**config.mk**
```make
export PLATFORM = sky130hd
export DESIGN_NAME = matrix_store_serializer_flat
export DESIGN_NICKNAME = d
export VERILOG_FILES = /design/src/rtl/matrix_store_if.sv /design/src/rtl/matrix_store_serializer.sv /design/src/flat_wrapper.sv
export SDC_FILE = /design/constraint.sdc
export NUM_CORES = 1
export LEC_CHECK = 0
export CORE_UTILIZATION = 50
export CTS_BUF_LIST = sky130_fd_sc_hd__clkbuf_4
export DETAILED_ROUTE_END_ITERATION = 6
export HOLD_SLACK_MARGIN = 0.1
export PLACE_DENSITY = 0.89
export REMOVE_ABC_BUFFERS = 1
export SLEW_MARGIN = 20
export SYNTH_ARGS = -nofsm -noshare
export SYNTH_HDL_FRONTEND = slang
export SYNTH_SLANG_ARGS = --single-unit
export TNS_END_PERCENT = 30
```
**constraint.sdc**
```tcl
create_clock -name clk -period 5.67 [get_ports clk]
set_input_delay 1.4175 -clock clk [delete_from_list [all_inputs] [get_ports clk]]
set_output_delay 1.4175 -clock clk [all_outputs]
set_load 0.05 [all_outputs]
```
**src/rtl/matrix_store_if.sv**
```systemverilog
// matrix_store_if: vector-in handshake and byte-wide memory write bus for matrix_store_serializer
interface matrix_store_if #(
  parameter int WIDTH_V    = 128,
  parameter int BITS_INDEX = 8,
  parameter int ADDR_WIDTH = 16
);
  logic                  in_valid;
  logic                  in_ready;
  logic [WIDTH_V-1:0]    in_vector;
  logic [ADDR_WIDTH-1:0] in_base_addr;
  logic                  mem_we;
  logic                  mem_ready;
  logic [ADDR_WIDTH-1:0] mem_addr;
  logic [BITS_INDEX-1:0] mem_wdata;
  modport master (
    output in_valid, in_vector, in_base_addr, mem_ready,
    input  in_ready, mem_we, mem_addr, mem_wdata
  );
  modport slave (
    input  in_valid, in_vector, in_base_addr, mem_ready,
    output in_ready, mem_we, mem_addr, mem_wdata
  );
endinterface

```
**src/rtl/matrix_store_serializer.sv**
```systemverilog
// matrix_store_serializer: writes a packed 4x4 byte matrix as 16 memory beats from a latched base; MATRIX_STORE_TRANSPOSE_EN adds column-major storage
module matrix_store_serializer #(
  parameter int WIDTH_V     = 128,
  parameter int BITS_INDEX  = 8,
  parameter int ADDR_WIDTH  = 16,
  parameter int MATRIX_SIZE = 4
) (
  input  logic           clk,
  input  logic           rst,
`ifdef MATRIX_STORE_TRANSPOSE_EN
  input  logic           transpose,
`endif
  matrix_store_if.slave  io,
  output logic           busy,
  output logic           done
);
  localparam int N  = MATRIX_SIZE * MATRIX_SIZE;
  localparam int IW = $clog2(N);
  typedef enum logic [1:0] {IDLE, SEND, DONE} state_t;
  state_t                state_q, state_d;
  logic [IW-1:0]         idx_q, idx_d;
  logic [WIDTH_V-1:0]    vec_q, vec_d;
  logic [ADDR_WIDTH-1:0] base_q, base_d;
  logic [IW-1:0]         sel;
  logic [BITS_INDEX-1:0] elems [N];
  for (genvar g = 0; g < N; g++) begin : g_elem
    assign elems[g] = vec_q[WIDTH_V-1-g*BITS_INDEX -: BITS_INDEX];
  end
`ifdef MATRIX_STORE_TRANSPOSE_EN
  localparam int LM = $clog2(MATRIX_SIZE);
  logic tr_q, tr_d;
  assign sel = tr_q ? {idx_q[LM-1:0], idx_q[IW-1:LM]} : idx_q;
`else
  assign sel = idx_q;
`endif
  assign io.in_ready  = state_q == IDLE;
  assign io.mem_we    = state_q == SEND;
  assign io.mem_addr  = state_q == SEND ? base_q + ADDR_WIDTH'(idx_q) : '0;
  assign io.mem_wdata = state_q == SEND ? elems[sel] : '0;
  assign busy         = state_q != IDLE;
  assign done         = state_q == DONE;
  always_comb begin
    state_d = state_q;
    idx_d   = idx_q;
    vec_d   = vec_q;
    base_d  = base_q;
`ifdef MATRIX_STORE_TRANSPOSE_EN
    tr_d    = tr_q;
`endif
    if (state_q == IDLE && io.in_valid) begin
      state_d = SEND;
      idx_d   = '0;
      vec_d   = io.in_vector;
      base_d  = io.in_base_addr;
`ifdef MATRIX_STORE_TRANSPOSE_EN
      tr_d    = transpose;
`endif
    end else if (state_q == SEND && io.mem_ready) begin
      state_d = idx_q == IW'(N-1) ? DONE : SEND;
      idx_d   = idx_q + IW'(1);
    end else if (state_q == DONE) begin
      state_d = IDLE;
    end
  end
  always_ff @(posedge clk) begin
    if (rst) begin
      state_q <= IDLE;
      idx_q   <= '0;
      vec_q   <= '0;
      base_q  <= '0;
`ifdef MATRIX_STORE_TRANSPOSE_EN
      tr_q    <= 1'b0;
`endif
    end else begin
      state_q <= state_d;
      idx_q   <= idx_d;
      vec_q   <= vec_d;
      base_q  <= base_d;
`ifdef MATRIX_STORE_TRANSPOSE_EN
      tr_q    <= tr_d;
`endif
    end
  end
endmodule

```
**src/flat_wrapper.sv**
```systemverilog
// flat-port wrapper written by rule: the top's interface ports become plain ports
module matrix_store_serializer_flat 
#(
  parameter int WIDTH_V     = 128,
  parameter int BITS_INDEX  = 8,
  parameter int ADDR_WIDTH  = 16,
  parameter int MATRIX_SIZE = 4
)
  (clk, rst, busy, done, io_in_valid, io_in_vector, io_in_base_addr, io_mem_ready, io_in_ready, io_mem_we, io_mem_addr, io_mem_wdata);
  matrix_store_if #(.WIDTH_V(WIDTH_V), .BITS_INDEX(BITS_INDEX), .ADDR_WIDTH(ADDR_WIDTH)) io_i ();
  input  logic clk;
  input  logic rst;
  output logic busy;
  output logic done;
  input wire logic [$bits(io_i.in_valid)-1:0] io_in_valid;
  input wire logic [$bits(io_i.in_vector)-1:0] io_in_vector;
  input wire logic [$bits(io_i.in_base_addr)-1:0] io_in_base_addr;
  input wire logic [$bits(io_i.mem_ready)-1:0] io_mem_ready;
  output wire logic [$bits(io_i.in_ready)-1:0] io_in_ready;
  output wire logic [$bits(io_i.mem_we)-1:0] io_mem_we;
  output wire logic [$bits(io_i.mem_addr)-1:0] io_mem_addr;
  output wire logic [$bits(io_i.mem_wdata)-1:0] io_mem_wdata;
  assign io_i.in_valid = io_in_valid;
  assign io_i.in_vector = io_in_vector;
  assign io_i.in_base_addr = io_in_base_addr;
  assign io_i.mem_ready = io_mem_ready;
  assign io_in_ready = io_i.in_ready;
  assign io_mem_we = io_i.mem_we;
  assign io_mem_addr = io_i.mem_addr;
  assign io_mem_wdata = io_i.mem_wdata;
  matrix_store_serializer #(.WIDTH_V(WIDTH_V), .BITS_INDEX(BITS_INDEX), .ADDR_WIDTH(ADDR_WIDTH), .MATRIX_SIZE(MATRIX_SIZE)) u_core (.clk(clk), .rst(rst), .io(io_i), .busy(busy), .done(done));
endmodule
```
==> metrics.md <==
| Metric | Value |
|---|---|
| Critical path class | flop to output pin |
| Top post-synthesis cells by area | dfxtp_1, nand2_1, a21oi_1, mux2i_1, a22oi_1 |
| Sequential area share after synthesis | between 40 and 50% |
| Cell taking the most area after synthesis | dfxtp_1 |
| Number of antenna violations at the first check in global routing | 0 |
| Seq pwr share | 53.0% |
| Combinational share of power | 16.4% |
| Clock transition at the registers of the reported paths | roughly 0.12 ns |
| Vias in the first global route | ~6k |
| Hold Fails Final Rpt | 0 |
| Final Setup Violations | 0 |
| Least-Margin Pin Slew | roughly 0.90 ns |
| Die area | 13900 µm² |
| Highest-delay cell along the critical path | clkdlybuf4s50_1 |
| Placer Congestion | 0.807 |
| I/O pin count | 176 |
| Max Cap Viol | 0 |
| Worst path cell trace | clkinv_1 > fa_1 > nand2b_1 > a21o_1 > or3_2 > a21oi_1 > clkdlybuf4s50_1 |
| Clock group share of total power | 30.6% |
| Number of buffers added on ports | around 180 |
| Ys flop type | dfxtp_1 |
| Largest family of logic cells by synthesized area | simple AND/OR/NAND/NOR gates |
| Die Height | 118 µm |
| Synth Area in XOR/XNOR | less than 1% |
| Flip-flop and latch area | 3010 µm² |
| CTS tree | yes |
| Status | finished, final reports clean |
| Reg2Reg Depth | 5 |
| # rows | 42 |
| Mux share of post-synthesis cell area | 9.96% |
| Total power | around 0.0022 W |
| Min cycle time layout | about 5.0 ns |
| Average size of a mapped cell | 7.80 µm² |
| Area of the mapped netlist | 6740 µm² |
| Placed cell count | 1159 |
| Data required, critical path | 4.25 ns |
| Leakage dissipation | 3.09 nW |
| CP startpoint kind | flop |
| CTS Buf Count | 17 |
| CP Data Arrival Time | 3.55 ns |
| Post-synth ARST share | 0% |
| PD cells | 248 nW/µm² |
| Synthesized-area fraction occupied by adder cells | 1.23% |
| Total GRT Usage | 25.3% |
| Flop-to-flop setup slack | 3.32 ns |
| Multi-input gate area | between 3000 and 4000 µm² |
| Yosys reg bits | 150 |
| Total grt overflow | 0 |
| Worst setup path end | io_mem_addr[14] |
| CTS root buf | clkbuf_4 |
| Reg2Reg Launch Point | u_core.state_q[0] |
| Clock Latency Late Sink | 0.52 ns |
| Width of the die | 118 µm |
| Fin nets | 1156 |
| Pre-CTS WS | 1.24 ns |
| Worst-path maximum fanout | 9 |
| Routed WL per cell | approximately 15 µm |
| Share of the synthesized area in the top cell type | 44.6% |
| Sum Neg Setup Slack | 0 ns |
| Syn. warnings | 0 |
| Worst hold path type | flop to flop |
| Setup Buffers After CTS | 0 |
| Starting Density | 51.1% |
| Period Utilization, post-route | 87.5% |
| Synth cell types | 41 |
| Critical path capture point type | output pin |
| Slew headroom | 39.7% |
| Dpl cell area | 8490 µm² |
| DR vias/cell | 5.34 |
| Area grow syn2layout | 30.3% |
| Met1 WL | 7.69 mm |
| H-tree levels | 4 |
| EDFF count, synth | 0 |
| Switching share of power | 28.3% |
| Cell area after layout | 8780 µm² |
| Slew Viols, Final | 0 |
| Complex-gate fraction of the synthesized area | roughly 16% |
| DRC viols | 0 |
| PostCTS Resize Cnt | 0 |
| Top sig layer | met4 |
| Antenna fix cells | 0 |
| Layout cell share with drive strength beyond 1 | 5.42% |
| VDD IR max | 0.000159 V |
| Setup ws final | 0.707 ns |
| Most common cell in the netlist | nand2_1 |
| Simple-gate portion of the synthesized area | 22.2% |
| RSZ-0062 raised after global routing | no |
| DR vias | 6360 |
| Pin count of the biggest net entering global routing | 88 |
| First-pass GRT wire length | 28.2 mm |
| Met3 wire length | 1.02 mm |
| Final ANT Viol Nets | 0 |
| Clk buf depth | 2 |
| Crit Reg-Reg Endpoint | u_core.elems[108] |
| Total detailed-routing wirelength | 17.4 mm |
| Synth top cells by count | nand2_1, a21oi_1, dfxtp_1, mux2i_1, clkbuf_1 |
| Mapped Cells | between 800 and 900 |
| Int Pwr | 0.00156 W |
| Dpl hpwl | 11.9 mm |
| Post-Layout Cell Count | roughly 1.2k |
| Filler Cell Count | 1138 |
| Worst Setup SP | u_core.idx_q[1] |
| Crit-path max cell delay | a little over 0.8 ns |
| Core area | 13200 µm² |
| Fmax | 202 MHz |
| Clock sinks | 150 |
| Starting DRT DRC Count | 422 |
| Met2 wire length | around 8.4 mm |
| Pre-Repair DR Iteration Count | 5 |
| Clock skew | ~0.021 ns |
| Hold buffer count at CTS | 0 |
| Sw Pwr | 0.000615 W |
==> critical path: cells and delay by family (launching register included) <==
family	cells	cell delay, ns
AND/OR/NAND/NOR	2	0.65
AO/OA/AOI/OAI	2	0.38
adder cells (fa/ha/maj)	1	0.54
buffers and inverters	2	1.11
flip-flops	1	0.35
==> cell usage in the layout (no fill, tap or decap), types with 2 or more instances in the layout <==
cell type          n
a211oi_1           2
a21o_1             2
a21oi_1          154
a22oi_1           24
and3_1             3
buf_4             10
bufinv_16          2
clkbuf_4          18
clkdlybuf4s50_1  174
clkinv_1           4
clkinv_4           2
clkinvlp_4         3
dfxtp_1          148
dfxtp_2            2
ha_1               5
inv_1              5
inv_6              3
mux2i_1           49
mux4_2             8
nand2_1          311
nand2b_1           2
nand3_1            4
nand4_1            3
nor2_1            20
nor2b_1            6
nor3_1             5
o21ai_0            8
o22ai_1            8
or3_1              5
or4_1              2
xnor2_1            3
xor2_1             4
==> logic make-up after synthesis <==
| group | after synthesis |
|---|---|
| AO/OA/AOI/OAI | 202 |
| XOR/XNOR | 7 |
| adder cells (fa/ha/maj) | 6 |
| buffers and inverters | 72 |
| flip-flops | 150 |
| multiplexers | 57 |
| AND/OR/NAND/NOR | 370 |
==> how the worst min path moves through the flow <==
stage	slack, ns	from	cells after the start	to
2_1_floorplan	0.43	u_core.elems[100]	2	u_core.elems[100]
6_report	0.46	u_core.elems[21]	2	u_core.elems[21]
3_5_place_dp	0.44	u_core.elems[73]	2	u_core.elems[73]
4_1_cts	0.46	u_core.elems[73]	2	u_core.elems[73]
3_3_place_gp	0.44	u_core.elems[109]	2	u_core.elems[109]
5_1_grt	0.47	u_core.elems[50]	2	u_core.elems[50]
==> metrics by stage <==
stage,hold WS (ns),util [%]
floorplan,0.427,-
global placement,0.439,64.4
detailed placement,0.445,64.4
CTS,0.462,66.5
global route,0.474,66.5
finish,0.462,66.5
==> routing by layer <==
| layer | vias to the layer above | global-route usage, % |
|---|---|---|
| met3 | 22 | 6.54 |
| li1 | 3189 | - |
| met1 | 2954 | 32.3 |
| met2 | 195 | 42.1 |
| met5 | - | 0 |
| met4 | 0 | 7.21 |
==> registers in the layout, indices dropped and copies added (netlist names) <==
register / count
u_core.elems: 128
u_core.base_q: 16
u_core.idx_q: 4
u_core.state_q: 2
==> power by group through the flow <==
stage                     Sequential [W]  Clock (W)  Combinational [W]
after detailed placement         0.00118          0           0.000355
after CTS                        0.00115   0.000676           0.000357
after global placement           0.00117          0           0.000349
after floorplan                  0.00117          0           0.000180
after global routing             0.00116   0.000730           0.000390
final                            0.00115   0.000665           0.000356
==> layout make-up <==
class | instances | area share, %
inverter | 7 | 0.299
timing repair buffer | 184 | 20.7
sequential | 150 | 34.2
clock buffer | 18 | 1.54
multi-input combinational | 642 | 39.0
tap | 176 | 2.51
clock inverter | 14 | 1.71
(Power assumes the default switching activity.)
